[config.mk]
export PLATFORM = sky130hd
export DESIGN_NAME = tx_lane_ctrl
export DESIGN_NICKNAME = d
export VERILOG_FILES = /design/src/rtl/dphy_pkg.sv /design/src/rtl/tx_lane_timer.sv /design/src/rtl/tx_lane_ctrl.sv
export SDC_FILE = /design/constraint.sdc
export NUM_CORES = 1
export LEC_CHECK = 0
export BUFFER_PORTS_ARGS = -buffer_cell sky130_fd_sc_hd__clkbuf_2
export CORE_ASPECT_RATIO = 1.2
export CORE_UTILIZATION = 58
export CTS_CLUSTER_SIZE = 10
export DETAILED_ROUTE_END_ITERATION = 10
export GPL_TIMING_DRIVEN = 0
export PLACE_DENSITY = 0.93
export SYNTH_ARGS = -nofsm -noshare
export SYNTH_HDL_FRONTEND = slang
export SYNTH_SLANG_ARGS = --single-unit
[constraint.sdc]
create_clock -name clk -period 5 [get_ports clk]
set_input_delay 0.5 -clock clk [delete_from_list [all_inputs] [get_ports clk]]
set_output_delay 0.5 -clock clk [all_outputs]
set_load 0.02 [all_outputs]
[src/rtl/dphy_pkg.sv]
// Shared D-PHY lane definitions: FSM state encoding, sync byte, LP line codes
// and the timer reload helper used by the TX lane controller.
package dphy_pkg;

    localparam int CNT_W = 8;

    localparam logic [2:0] ST_STOP     = 3'd0;
    localparam logic [2:0] ST_HS_RQST  = 3'd1;
    localparam logic [2:0] ST_HS_PREP  = 3'd2;
    localparam logic [2:0] ST_HS_ZERO  = 3'd3;
    localparam logic [2:0] ST_HS_SYNC  = 3'd4;
    localparam logic [2:0] ST_HS_DATA  = 3'd5;
    localparam logic [2:0] ST_HS_TRAIL = 3'd6;
    localparam logic [2:0] ST_HS_EXIT  = 3'd7;

    localparam logic [7:0] SYNC_BYTE = 8'hB8;

    // LP codes are {dp, dn}
    localparam logic [1:0] LP11 = 2'b11;
    localparam logic [1:0] LP01 = 2'b01;
    localparam logic [1:0] LP00 = 2'b00;

    typedef struct packed {
        logic [1:0] lp;
        logic       hs;
        logic       stop;
        logic [7:0] data;
    } line_t;

    // Reload value so a timed state lasts max(p,1) cycles.
    function automatic logic [CNT_W-1:0] dur_load(input int p);
        return (p <= 1) ? '0 : CNT_W'(p - 1);
    endfunction

endpackage

[src/rtl/tx_lane_timer.sv]
// Loadable down-counter shared by all timed lane states; done while the count is zero.
module tx_lane_timer
    import dphy_pkg::*;
(
    input  logic             clk,
    input  logic             rst,
    input  logic             load,
    input  logic [CNT_W-1:0] load_val,
    output logic             done
);

    logic [CNT_W-1:0] cnt;

    always_ff @(posedge clk or negedge rst) begin
        if (!rst)
            cnt <= '0;
        else if (load)
            cnt <= load_val;
        else if (cnt != '0)
            cnt <= cnt - 1'b1;
    end

    assign done = (cnt == '0);

endmodule

[src/rtl/tx_lane_ctrl.sv]
// D-PHY TX lane sequencer: LP-11 -> LP-01 -> LP-00 -> HS burst -> trail -> LP-11.
// Define TX_LANE_REQ_SYNC_EN to pass tx_request_hs through a 2-flop synchronizer.
//
// state       | meaning
// ST_STOP     | LP-11 stop state, waiting for a request
// ST_HS_RQST  | LP-01 HS request, T_LPX cycles
// ST_HS_PREP  | LP-00 prepare, T_HS_PREPARE cycles
// ST_HS_ZERO  | HS driving 0x00, T_HS_ZERO cycles
// ST_HS_SYNC  | HS sync byte 0xB8, one cycle
// ST_HS_DATA  | HS payload, accepting tx_data while requested
// ST_HS_TRAIL | HS trail of inverted last bit, T_HS_TRAIL cycles
// ST_HS_EXIT  | LP-11 before stop, T_HS_EXIT cycles
module tx_lane_ctrl
    import dphy_pkg::*;
#(
    parameter int T_LPX        = 2,
    parameter int T_HS_PREPARE = 3,
    parameter int T_HS_ZERO    = 5,
    parameter int T_HS_TRAIL   = 4,
    parameter int T_HS_EXIT    = 3
) (
    input  logic       clk,
    input  logic       rst,
    input  logic       tx_request_hs,
    input  logic [7:0] tx_data,
    output logic       tx_ready_hs,
    output logic       hs_en,
    output logic [7:0] hs_byte,
    output logic       lp_dp,
    output logic       lp_dn,
    output logic       stop_state
);

    localparam logic [CNT_W-1:0] LD_LPX        = dur_load(T_LPX);
    localparam logic [CNT_W-1:0] LD_PREP       = dur_load(T_HS_PREPARE);
    localparam logic [CNT_W-1:0] LD_ZERO       = dur_load(T_HS_ZERO);
    localparam logic [CNT_W-1:0] LD_TRAIL      = dur_load(T_HS_TRAIL);
    localparam logic [CNT_W-1:0] LD_TRAIL_DATA = dur_load(T_HS_TRAIL - 1);
    localparam logic [CNT_W-1:0] LD_EXIT       = dur_load(T_HS_EXIT);
    localparam logic             TRAIL_SKIP    = (T_HS_TRAIL <= 1);

    logic             req;
    logic [2:0]       state, state_nxt;
    logic             load, done, armed, last_b7;
    logic [CNT_W-1:0] load_val;
    logic [7:0]       trail;
    line_t            slot, line_q;

`ifdef TX_LANE_REQ_SYNC_EN
    logic [1:0] req_sync;
    always_ff @(posedge clk or negedge rst) begin
        if (!rst)
            req_sync <= 2'b00;
        else
            req_sync <= {req_sync[0], tx_request_hs};
    end
    assign req = req_sync[1];
`else
    assign req = tx_request_hs;
`endif

    tx_lane_timer u_timer (
        .clk      (clk),
        .rst      (rst),
        .load     (load),
        .load_val (load_val),
        .done     (done)
    );

    assign trail = {8{~last_b7}};

    always_comb begin
        state_nxt = state;
        load      = 1'b0;
        load_val  = '0;
        case (state)
            ST_STOP:
                if (req && armed) begin
                    state_nxt = ST_HS_RQST; load = 1'b1; load_val = LD_LPX;
                end
            ST_HS_RQST:
                if (done) begin
                    state_nxt = ST_HS_PREP; load = 1'b1; load_val = LD_PREP;
                end
            ST_HS_PREP:
                if (done) begin
                    state_nxt = ST_HS_ZERO; load = 1'b1; load_val = LD_ZERO;
                end
            ST_HS_ZERO:
                if (done) state_nxt = ST_HS_SYNC;
            ST_HS_SYNC:
                if (req) begin
                    state_nxt = ST_HS_DATA;
                end else begin
                    state_nxt = ST_HS_TRAIL; load = 1'b1; load_val = LD_TRAIL;
                end
            // The DATA cycle that sees the request drop already drives the first trail byte.
            ST_HS_DATA:
                if (!req) begin
                    load = 1'b1;
                    if (TRAIL_SKIP) begin
                        state_nxt = ST_HS_EXIT; load_val = LD_EXIT;
                    end else begin
                        state_nxt = ST_HS_TRAIL; load_val = LD_TRAIL_DATA;
                    end
                end
            ST_HS_TRAIL:
                if (done) begin
                    state_nxt = ST_HS_EXIT; load = 1'b1; load_val = LD_EXIT;
                end
            ST_HS_EXIT:
                if (done) state_nxt = ST_STOP;
            default:
                state_nxt = ST_STOP;
        endcase
    end

    always_comb begin
        slot.lp   = LP11;
        slot.hs   = 1'b0;
        slot.stop = 1'b0;
        slot.data = 8'h00;
        case (state)
            ST_STOP:     slot.stop = 1'b1;
            ST_HS_RQST:  slot.lp   = LP01;
            ST_HS_PREP:  slot.lp   = LP00;
            ST_HS_ZERO:  begin slot.lp = LP00; slot.hs = 1'b1; end
            ST_HS_SYNC:  begin slot.lp = LP00; slot.hs = 1'b1; slot.data = SYNC_BYTE; end
            ST_HS_DATA:  begin slot.lp = LP00; slot.hs = 1'b1; slot.data = req ? tx_data : trail; end
            ST_HS_TRAIL: begin slot.lp = LP00; slot.hs = 1'b1; slot.data = trail; end
            default:     slot.lp   = LP11;
        endcase
    end

    always_ff @(posedge clk or negedge rst) begin
        if (!rst) begin
            state       <= ST_STOP;
            armed       <= 1'b0;
            last_b7     <= 1'b0;
            line_q.lp   <= LP11;
            line_q.hs   <= 1'b0;
            line_q.stop <= 1'b1;
            line_q.data <= 8'h00;
        end else begin
            state  <= state_nxt;
            armed  <= 1'b1;
            line_q <= slot;
            if (state == ST_HS_SYNC)
                last_b7 <= SYNC_BYTE[7];
            else if (state == ST_HS_DATA && req)
                last_b7 <= tx_data[7];
        end
    end

    assign tx_ready_hs      = (state == ST_HS_DATA) && req;
    assign {lp_dp, lp_dn}   = line_q.lp;
    assign hs_en            = line_q.hs;
    assign stop_state       = line_q.stop;
    assign hs_byte          = line_q.data;

endmodule

* After elaboration in Yosys (flattened, before gate mapping)
Index checks and enable logic that the tools add are counted.
Cells by class: add/sub/neg operators 1, equal/unequal tests 14, multiplexer cells 28, bitwise gates (word level) 1, reduce and logical (&&, ||, !) cells 13
Operators by type and width (number):
- 2-to-1 mux 3 bit | 8
- 2-to-1 mux 8 bit | 3
- case mux 3 bit (8 select lines) | 1
- case mux 8 bit (3 select lines) | 1
- case mux 3 bit (5 select lines) | 1
- != test 2 bit (second input constant) | 7
- == test 3 bit (second input constant) | 4
- zero test 8 bit | 1
- 2-to-1 mux 1 bit | 8
- 2-to-1 mux 2 bit | 4
- nonzero test 8 bit | 1
- subtractor 8 x 1 -> 8 bit (second input constant) | 1
- AND reduction 7 bit | 1
- == test 3 x 2 -> 1 bit (second input constant) | 2
- OR reduction 5 bit | 1
- case mux 2 bit (2 select lines) | 1
- nonzero test 2 bit | 2
- OR reduction 2 bit | 2
- OR reduction 4 bit | 1
- == test 3 x 1 -> 1 bit (second input constant) | 1
- zero test 3 bit | 1
- case mux 1 bit (3 select lines) | 1
- OR reduction 3 bit | 1
- logical AND 1 bit | 2
- NOT 1 bit | 1
Word-level totals: register bits after elaboration 25, bits of input ports 11, output and inout bits 13, logic and storage cells 65

* Longest topological paths before layout
Gate-level depths: netlist of run 1.
depth after elaboration 4, gate-level depth with buffers 6, gate-level depth less buffers 6

* By module
From an unflattened synthesis of run 1, not the netlist that was laid out.
Unflattened totals: cells, all modules 140, area total of the unflattened synthesis 1360.1 um^2
Modules (own cells, without submodules):
- tx_lane_ctrl | instances 1, cells each 86, area each 883.3 um^2, sequential area each 429.2 um^2
- tx_lane_timer | instances 1, cells each 54, area each 476.7 um^2, sequential area each 200.2 um^2

* Worst setup path after synthesis of run 1
OpenSTA, ideal clock, no wires.
path type in2out, from input port tx_request_hs, to output port tx_ready_hs, data arrival time 1.170 ns, required time 4.500 ns, path slack 3.330 ns, stages 3, buffers on the path 1, cells stage by stage clkbuf_1 nand2_1 nor2_1
On the way: longest elaborated chain between the ends 1
RTL lines:
- from (decl) | RTL line tx_lane_ctrl.sv:24 | input logic tx_request_hs,
- logical AND 1 bit | RTL line tx_lane_ctrl.sv:155 | assign tx_ready_hs = (state == ST_HS_DATA) && req;
- to (decl) | RTL line tx_lane_ctrl.sv:26 | output logic tx_ready_hs,
Every way passes these cells.

* Final worst setup path of run 1
from register state[2], to output port tx_ready_hs
On the way: longest elaborated chain between the ends 2
RTL lines:
- from (decl) | RTL line tx_lane_ctrl.sv:43 | logic [2:0] state, state_nxt;
- from (signal assigned) | RTL line tx_lane_ctrl.sv:145 | state <= state_nxt;
- == test 3 bit | RTL line tx_lane_ctrl.sv:155
- logical AND 1 bit | RTL line tx_lane_ctrl.sv:155
Every way passes these cells.

==> metrics.md, run 1 <==
| Metric | Value |
|---|---|
| Status | complete, no violations |
| First-pass GRT wire length | 4.30 mm |
| Cell accounting for the most synthesized area | dfrtp_1 |
| # DRC | 0 |
| Final ANT Viol Nets | 0 |
| WP data required | 4500 ps |
| DR vias | 1113 |
| Setup ws final | 2920 ps |
| H-tree depth | 1 |
| Post-Place Worst Slack | 3080 ps |
| Max FO, Critical Path | 10 |
| Gr ovfl total | 0 |
| Top cell type's share of synthesized area | 42.3% |
| Site Rows | 18 |
| Critical R2R Capture | u_timer.cnt[0]$_DFFE_PN0P_ |
| Post-layout min period | 2080 ps |
| Die H | 53.9 µm |
| Initial drt markers | 52 |
| DP Cell Count | 188 |
| Min Hold Slack | 139 ps |
| Gpl congestion | 0.891 |
| Syn Nets | 148 |
| Port buffer count | 23 |
| Final worst-path cycle share | 41.6% |
| Dpl cell area | 1460 µm² |
| Cell Area, Synth | 1300 µm² |
| Slew HR | 60.5% |
| Max Cap Viol | 0 |
| Commonest cells post-synth | dfrtp_1, nand2_1, a21oi_1 |
| Core area | 2090 µm² |
| Die width | 45.3 µm |
| Max Fclk | 480 MHz |
| Max stage delay cell, worst path | dfrtp_1 |
| Setup Fix Bufs, Post-CTS | 0 |
| Wire per inst | 13.7 µm |
| RSZ-0062 raised after global routing | no |
| Drt pass-1 iters | 4 |
| CP endpoint kind | output port |
| Vias in the first global route | 999 |
| Most used DFF post-synth | dfrtp_1 |
| Cts bufs inserted | 3 |
| Nets | 176 |
| Synth-to-Final Area Change | 13.8% |
| Non-filler instance count after layout | 192 |
| Top-Level Pins | 24 |
| Leak | 0.676 nW |
| Post-DP HPWL | 1.91 mm |
| Layout Utilization | 70.8% |
| Measured slew at the worst slew-check pin | 593 ps |
| Clock buffer depth | 2 |
| Root Buffer | clkbuf_4 |
| Setup TNS | 0 ps |
| Post-synth EDFFs | 0 |
| Most frequent cell after synthesis | dfrtp_1 |
| GRT Total Usage | 25.0% |
| R2R setup slack | 3130 ps |
| Syn Inst Count | 135 |
| CTS tree | built |
| Async SR Flop Fraction | 100% |
| #FFs+latches synth | 25 |
| Post-Route WL | 2.62 mm |
| Initial antenna violation count | 0 |
| Fin. max-slew vios | 0 |
| Setup Viol. Count Final | 0 |
| Clk_skew | 11.5 ps |
| CP cell instances | buf_1 -> nand2_1 -> nor2_1 -> clkbuf_2 |
| CP Data Arrival Time | 1580 ps |
| Layout cells sized above 1 | 24.7% |
| Max stage delay on crit path | 400 ps |
| Max VDD drop | 344 µV |
| ANT cells | 0 |
| Final hold viol count | 0 |
| Worst r2r src | u_timer.cnt[0]$_DFFE_PN0P_ |
| Library cells used by synthesis | 42 |
| Effective utilization at floorplan | 62.2% |
| Hold-fix buffers, CTS | 0 |
| Synth Warn # | 0 |
| Worst reg2reg path depth | 6 |
| CTS Sinks | 25 |
| Critical Path Start | state[2]$_DFFE_PN0P_ |
| Number of fill cells | 167 |
| Clock-pin slew on the worst setup and hold paths | 140 ps |
| Hold/Removal Path Class | input pin to asynchronous set/reset pin |
| Design Area, Final | 1480 µm² |
| Pwr Total | 915 µW |
| Post-synthesis sequential area ratio | 48.3% |
| Worst-skew pair later-pin latency | 330 ps |
| CP Launch Type | register |
| Avg Cell Area, Syn | 9.65 µm² |
| Post-CTS Resized | 0 |
| Post-DR vias/cell | 5.80 |
| Crit Path Class | register to output port |
| Power Density | 617 nW/µm² |
| Ranking of synthesized cells by area | dfrtp_1, dfstp_2, a21oi_1 |
| Die ar. | 2440 µm² |
| Pin count of the biggest net entering global routing | 26 |
## placed cells by master (no fill, tap or decap), types with 2 or more instances in the layout
cell type	instances
a21oi_1	14
buf_1	4
buf_2	2
clkbuf_1	2
clkbuf_2	23
clkbuf_4	3
dfrtp_1	22
dfstp_2	3
ha_1	2
inv_1	6
nand2_1	15
nand2b_1	2
nand3_1	4
nor2_1	11
nor2b_1	2
nor3_1	3
o21a_1	8
o21ai_0	3
xnor2_1	5
xor2_1	3
## critical path: cells and delay by family (launching register included)
kind	cells	cell delay, ps
flip-flops	1	400
buffers and inverters	2	560
AND/OR/NAND/NOR	2	310
## cells by family after synthesis
group | count (synthesis) | share of synthesized area, %
AO/OA/AOI/OAI | 37 | 18.7
XOR/XNOR | 8 | 5.38
adder cells (fa/ha/maj) | 2 | 1.92
buffers and inverters | 14 | 4.23
flip-flops | 25 | 48.3
multiplexers | 1 | 0.769
other | 1 | 0.288
AND/OR/NAND/NOR | 47 | 20.4
## cell type report
cell class              instances  area, µm²  area share, %
flip-flops and latches         25        629           42.4
well taps                      30       37.5           2.53
repair buffers                 23        115           7.76
multi-input cells              96        618           41.7
clock inverters                 1       5.00          0.338
clock buffers                   3       22.5           1.52
plain buffers                   8       32.5           2.19
inverters                       6       22.5           1.52
## flip-flops by register name (all words and copies together) (netlist names)
register,count
armed,1
lp_dp,1
last_b7,1
state,3
stop_state,1
hs_en,1
hs_byte,8
u_timer.cnt,8
lp_dn,1
## where the power goes
| part | switching (mW) | internal [mW] | leakage (nW) |
|---|---|---|---|
| clock network | 0.0638 | 0.0301 | 0.0177 |
| logic | 0.276 | 0.189 | 0.364 |
| registers | 0.0600 | 0.296 | 0.294 |
## metal layers
metal | routed length (µm) | global-route usage [%]
met1 | 1030 | 30.2
met2 | 1370 | 43.7
met3 | 158 | 2.01
met4 | 65 | 13.6
met5 | 0 | 0
## worst max-delay path by stage
stage	end	cells after the start
2_1_floorplan	tx_ready_hs	3
3_3_place_gp	tx_ready_hs	5
3_5_place_dp	tx_ready_hs	5
4_1_cts	tx_ready_hs	4
5_1_grt	tx_ready_hs	4
6_report	tx_ready_hs	4
(Power assumes the default switching activity.)
==> run 2: changes to the inputs <==
--- a/config.mk
+++ b/config.mk
@@ -7,11 +7,11 @@
 export LEC_CHECK = 0
 export BUFFER_PORTS_ARGS = -buffer_cell sky130_fd_sc_hd__clkbuf_2
 export CORE_ASPECT_RATIO = 1.2
-export CORE_UTILIZATION = 58
+export CORE_UTILIZATION = 49
 export CTS_CLUSTER_SIZE = 10
 export DETAILED_ROUTE_END_ITERATION = 10
 export GPL_TIMING_DRIVEN = 0
-export PLACE_DENSITY = 0.93
+export PLACE_DENSITY = 0.84
 export SYNTH_ARGS = -nofsm -noshare
 export SYNTH_HDL_FRONTEND = slang
 export SYNTH_SLANG_ARGS = --single-unit
==> constraint.sdc (replaced) <==
create_clock -name clk -period 1.7 [get_ports clk]
set_input_delay 0.17 -clock clk [delete_from_list [all_inputs] [get_ports clk]]
set_output_delay 0.17 -clock clk [all_outputs]
set_load 0.02 [all_outputs]
==> metrics.md, run 2 (synthesis gave the netlist of run 1 again) <==
| Metric | Value |
|---|---|
| CP Data Arrival Time | 1960 ps (+380 ps) |
| RSZ-0062 raised after global routing | yes |
| # DRC | 0 (unchanged) |
| Max VDD drop | 1060 µV (+210%) |
| Post-Route WL | 2.57 mm (-2.2%) |
| CP bufs+invs | 1 (-1) |
| Root Buffer | clkbuf_4 |
| Effective utilization at floorplan | 51.5% (-11 points) |
| Die width | 49.1 µm (+8.4%) |
| Final ANT Viol Nets | 0 (unchanged) |
| Wire per inst | 12.9 µm (-5.7%) |
| Synth-to-Final Area Change | 19.8% |
| Site Rows | 20 (+2) |
| Most common cell after layout, fill and taps aside | clkbuf_2 |
| Worst reg2reg path depth | 6 (unchanged) |
| Port buffer count | 23 (unchanged) |
| Worst-skew pair later-pin latency | 320 ps (about the same) |
| Post-layout min period | 1690 ps |
| Vias in the first global route | 1023 (+2.4%) |
| Max Cap Viol | 0 (unchanged) |
| ANT cells | 0 (unchanged) |
| Worst r2r src | u_timer.cnt[1]$_DFFE_PN0P_ |
| Register area | 629 µm² (unchanged) |
| Measured slew at the worst slew-check pin | 594 ps (+1.04 ps) |
| DR vias | 1088 (-2.2%) |
| Area of the multi-input gates | 653 µm² (+5.7%) |
| Fin. max-slew vios | 0 (unchanged) |
| Top-Level Pins | 24 (unchanged) |
| Min Hold Slack | 218 ps (+79.0 ps) |
| Core area | 2530 µm² (+21%) |
| Non-filler instance count after layout | 199 (+3.6%) |
| Final worst-path cycle share | 99.6% |
| Drt pass-1 iters | 4 (unchanged) |
| Max stage delay on crit path | 410 ps (about the same) |
| Crit path max-delay family | simple AND/OR/NAND/NOR gates |
| Max FO, Critical Path | 6 (-4) |
| Cts bufs inserted | 3 (unchanged) |
| Hold path start | tx_data[3] |
| Layout Utilization | 61.7% (-9.1 points) |
| Initial drt markers | 42 (-19%) |
| CP cell instances | inv_2 -> ha_4 -> or3b_4 -> nor3_4 -> and4_1 -> a211o_1 |
| Gpl congestion | 0.884 (-0.80%) |
| Max stage delay cell, worst path | dfrtp_1 |
| Gr ovfl total | 0 (unchanged) |
| CTS Sinks | 25 (unchanged) |
| DP Cell Count | 191 (+1.6%) |
| Number of fill cells | 212 (+27%) |
| GRT Total Usage | 19.3% (-5.7 points) |
| Initial antenna violation count | 0 (unchanged) |
| Pwr Total | 2.83 mW (+210%) |
| Commonest non-fill, non-tap cells in the layout | clkbuf_2, dfrtp_1, nand2_1, a21oi_1, nor2_1 |
| Slew HR | 60.4% (-0.069 points) |
| Final hold viol count | 0 (unchanged) |
| Layout cells sized above 1 | 30.1% (+5.4 points) |
| Die H | 58.5 µm (+8.5%) |
| First-pass GRT wire length | 4.28 mm (-0.47%) |
| Power Density | 1810 nW/µm² (+190%) |
| Clock buffer depth | 2 (unchanged) |
| Clock-pin slew on the worst setup and hold paths | 140 ps (about the same) |
| Setup Viol. Count Final | 0 (unchanged) |
| Post-DR vias/cell | 5.47 (-5.7%) |
| Setup ws final | 6.82 ps (-2910 ps) |
| H-tree depth | 1 (unchanged) |
| CP Depth | 6 (+2) |
| Die ar. | 2870 µm² (+18%) |
| Post-DP HPWL | 1.86 mm (-2.7%) |
| Clk_skew | 9.39 ps (-2.10 ps) |
| CP endpoint kind | register |
| Max Fclk | 591 MHz |
| Pin count of the biggest net entering global routing | 26 (unchanged) |
| WP data required | 1970 ps (-2530 ps) |
| Crit Path Class | register to register |
| CTS tree | built |
| Cells on Worst Hold Path | 4 |
| Post-Place Worst Slack | -114 ps (-3200 ps) |
| CP Launch Type | register |
| Leak | 0.691 nW (+2.2%) |
| Status | complete, no violations |
| Hold/Removal Path Class | input pin to register |
| Nets | 180 (+2.3%) |
| Critical Path Start | u_timer.cnt[1]$_DFFE_PN0P_ |
==> run 2: worst register-to-register path, cell delays in order, from the launching register on <==
cell	delay, ps
dfrtp_1	410
inv_2	90
ha_4	140
or3b_4	400
nor3_4	270
and4_1	240
a211o_1	100
==> run 2: metrics by stage <==
stage / cell area (µm²) / setup TNS, ps
finish: 1560 / 0
global placement: 1460 / -96.8
detailed placement: 1460 / -504
global route: 1560 / -287
CTS: 1540 / -116
floorplan: 1300 / 0
==> run 2: final timing paths <==
kind / to / slack, ps
setup / recovery: u_timer.cnt[1]$_DFFE_PN0P_ / 7
hold / removal: hs_byte[3]$_DFF_PN0_ / 220
setup reg to reg: u_timer.cnt[1]$_DFFE_PN0P_ / 7
hold reg to reg: stop_state$_DFF_PN1_ / 610
max in group asynchronous: hs_byte[2]$_DFF_PN0_ / 950
min in group asynchronous: u_timer.cnt[5]$_DFFE_PN0P_ / 360
==> run 2: what timing repair did <==
item                                    4_1_cts  5_1_grt
endpoints found under the hold margin        22        0
resized for setup                             7        4
hold buffers                                  1        0
endpoints found under the setup margin        8        8
setup buffers                                 3        0
pin swaps                                     5        2
==> run 2: cell type report <==
cell class | instances | share of cell area [%]
Buffer | 8 | 2.17
Clock buffer | 3 | 1.44
Clock inverter | 1 | 0.481
Inverter | 6 | 1.60
Multi-Input combinational cell | 96 | 41.9
Sequential cell | 25 | 40.3
Tap cell | 33 | 2.65
Timing Repair Buffer | 27 | 9.46
==> run 2: per-layer routing <==
metal	part of all wire, %	track usage [%]	up-vias
li1	-	-	530
met1	41	23.2	521
met2	53	35.8	32
met3	3.7	1.55	5
met4	1.5	7.56	0
met5	0	0	-
==> run 2: power breakdown <==
part	switching, mW	internal [mW]
clock network	0.180	0.0900
registers	0.210	0.872
logic	0.828	0.652
==> run 3: changes to the inputs <==
--- a/config.mk
+++ b/config.mk
@@ -7,6 +7,7 @@
 export LEC_CHECK = 0
 export BUFFER_PORTS_ARGS = -buffer_cell sky130_fd_sc_hd__clkbuf_2
 export CORE_ASPECT_RATIO = 1.2
+export CORE_MARGIN = 2
 export CORE_UTILIZATION = 49
 export CTS_CLUSTER_SIZE = 10
 export DETAILED_ROUTE_END_ITERATION = 10
==> metrics.md, run 3 (synthesis gave the netlist of run 1 again) <==
| Metric | Value |
|---|---|
| Status | complete, no violations |
| Root Buffer | clkbuf_4 |
| Worst-skew pair later-pin latency | 330 ps (about the same) |
| Clk_skew | 11.2 ps (+1.83 ps) |
| CP Launch Type | register |
| CTS tree | built |
| Port buffer count | 23 (unchanged) |
| Post-Place Worst Slack | -82.0 ps (+32.0 ps) |
| Measured slew at the worst slew-check pin | 619 ps (+25.4 ps) |
| Final hold viol count | 0 (unchanged) |
| Non-filler instance count after layout | 201 (+1.0%) |
| CTS Sinks | 25 (unchanged) |
| Max FO, Critical Path | 9 (+3) |
| Site Rows | 20 (unchanged) |
| Pwr Total | 2.87 mW (+1.3%) |
| Worst r2r src | state[0]$_DFFE_PN0P_ |
| Top-Level Pins | 24 (unchanged) |
| Post-layout min period | 1690 ps (-2.70 ps) |
| Crit Path Class | register to register |
| Hold/Removal Path Class | input pin to register |
| Power Density | 1810 nW/µm² (-0.32%) |
| Die width | 51.1 µm (+4.1%) |
| Worst reg2reg path depth | 5 (-1) |
| Layout cells sized above 1 | 31.5% (+1.4 points) |
| Final worst-path cycle share | 99.4% (-0.16 points) |
| H-tree depth | 1 (unchanged) |
| Max stage delay on crit path | 390 ps (-20 ps) |
| ANT cells | 0 (unchanged) |
| Post-DP HPWL | 1.90 mm (+2.4%) |
| DP Cell Count | 191 (unchanged) |
| Clock buffer depth | 2 (unchanged) |
| Core area | 2530 µm² (unchanged) |
| Layout Utilization | 62.7% (+0.99 points) |
| Die ar. | 3090 µm² (+7.6%) |
| Min Hold Slack | 211 ps (-7.00 ps) |
| RSZ-0062 raised after global routing | yes |
| Initial drt markers | 27 (-36%) |
| Gr ovfl total | 0 (unchanged) |
| WP data required | 1920 ps (-50 ps) |
| Max Cap Viol | 0 (unchanged) |
| First-pass GRT wire length | 4.62 mm (+8.1%) |
| Post-DR vias/cell | 5.46 (-0.18%) |
| Fin. max-slew vios | 0 (unchanged) |
| Number of fill cells | 216 (+1.9%) |
| Post-Route WL | 2.68 mm (+4.3%) |
| Max VDD drop | 1180 µV (+12%) |
| Drt pass-1 iters | 4 (unchanged) |
| Clock-pin slew on the worst setup and hold paths | 140 ps (about the same) |
| Synth-to-Final Area Change | 21.7% |
| Most common cell after layout, fill and taps aside | clkbuf_2 |
| R2R setup slack | 10 ps (about the same) |
| # DRC | 0 (unchanged) |
| Cts bufs inserted | 3 (unchanged) |
| Pin count of the biggest net entering global routing | 26 (unchanged) |
| Leak | 0.706 nW (+2.1%) |
| GRT Total Usage | 20.0% (+0.62 points) |
| Gpl congestion | 0.870 (-1.6%) |
| Commonest non-fill, non-tap cells in the layout | clkbuf_2, dfrtp_1, nand2_1, a21oi_1, nor2_1 |
| Initial antenna violation count | 0 (unchanged) |
| Vias in the first global route | 1038 (+1.5%) |
| Slew HR | 58.7% (-1.7 points) |
| Die H | 60.5 µm (+3.4%) |
| Final ANT Viol Nets | 0 (unchanged) |
| CP endpoint kind | register |
| Cells on Worst Hold Path | 4 (unchanged) |
| Max stage delay cell, worst path | dfrtp_1 |
| Setup TNS | 0 ps (unchanged) |
| Setup Viol. Count Final | 0 (unchanged) |
| Effective utilization at floorplan | 51.5% (unchanged) |
| CP Data Arrival Time | 1910 ps (-50 ps) |
| Setup ws final | 9.53 ps (+2.70 ps) |
| Critical R2R Capture | u_timer.cnt[1]$_DFFE_PN0P_ |
| Wire per inst | 13.3 µm (+3.3%) |
| WHS Endpoint | hs_byte[3]$_DFF_PN0_ |
| DR vias | 1097 (+0.83%) |
| Nets | 182 (+1.1%) |
| CP cell instances | buf_2 -> nor4bb_1 -> o21ai_1 -> a32o_1 -> a211o_1 |
| Dpl cell area | 1460 µm² (unchanged) |
| Max Fclk | 592 MHz (+0.16%) |
| Hold path start | tx_data[3] |
| Design Area, Final | 1590 µm² (+1.6%) |
run 3: critical path, delay by kind of cell, from the launching register on:
family / cells / cell delay, ps
flops: 1 / 390
compound gates: 3 / 710
simple gates: 1 / 310
buf+inv: 1 / 170
run 3: worst max-delay path by stage:
stage	startpoint	endpoint	slack, ps	cells past startpoint
3_5_place_dp	u_timer.cnt[0]$_DFFE_PN0P_	state[2]$_DFFE_PN0P_	-80	6
4_1_cts	u_timer.cnt[1]$_DFFE_PN0P_	state[2]$_DFFE_PN0P_	-8	6
2_1_floorplan	u_timer.cnt[0]$_DFFE_PN0P_	state[2]$_DFFE_PN0P_	80	6
3_3_place_gp	u_timer.cnt[0]$_DFFE_PN0P_	state[2]$_DFFE_PN0P_	-40	6
6_report	state[0]$_DFFE_PN0P_	u_timer.cnt[1]$_DFFE_PN0P_	10	5
5_1_grt	u_timer.cnt[1]$_DFFE_PN0P_	state[0]$_DFFE_PN0P_	-100	6
run 3: per-layer routing:
layer	GRT usage (%)	share of wire (%)	vias to the layer above
met4	4.63	1.0	0
li1	-	-	535
met1	25.0	43	519
met3	2.96	4.7	5
met2	36.5	51	38
met5	0	0	-
run 3: where the power goes:
part | leakage, nW | switching (mW) | total [mW] | internal [mW]
Clock | 0.0139 | 0.179 | 0.270 | 0.0902
Sequential | 0.294 | 0.191 | 1.06 | 0.872
Combinational | 0.397 | 0.856 | 1.53 | 0.678
run 3: final cells by class:
cell class                 count  area [µm²]  share of cell area (%)
buffer                         8        33.8                    2.13
clock buffer                   3        22.5                    1.42
clock inverter                 1        7.51                   0.474
inverter                       6        25.0                    1.58
multi-input combinational     96         659                    41.6
sequential                    25         629                    39.7
tap                           33        41.3                    2.60
timing repair buffer          29         166                    10.5
run 3: what timing repair did:
item	CTS	global route
setup buffers	4	1
setup endpoints to repair	8	11
hold endpoints to repair	22	0
hold buffers	1	0
pin swaps	5	7
resized for setup	7	7
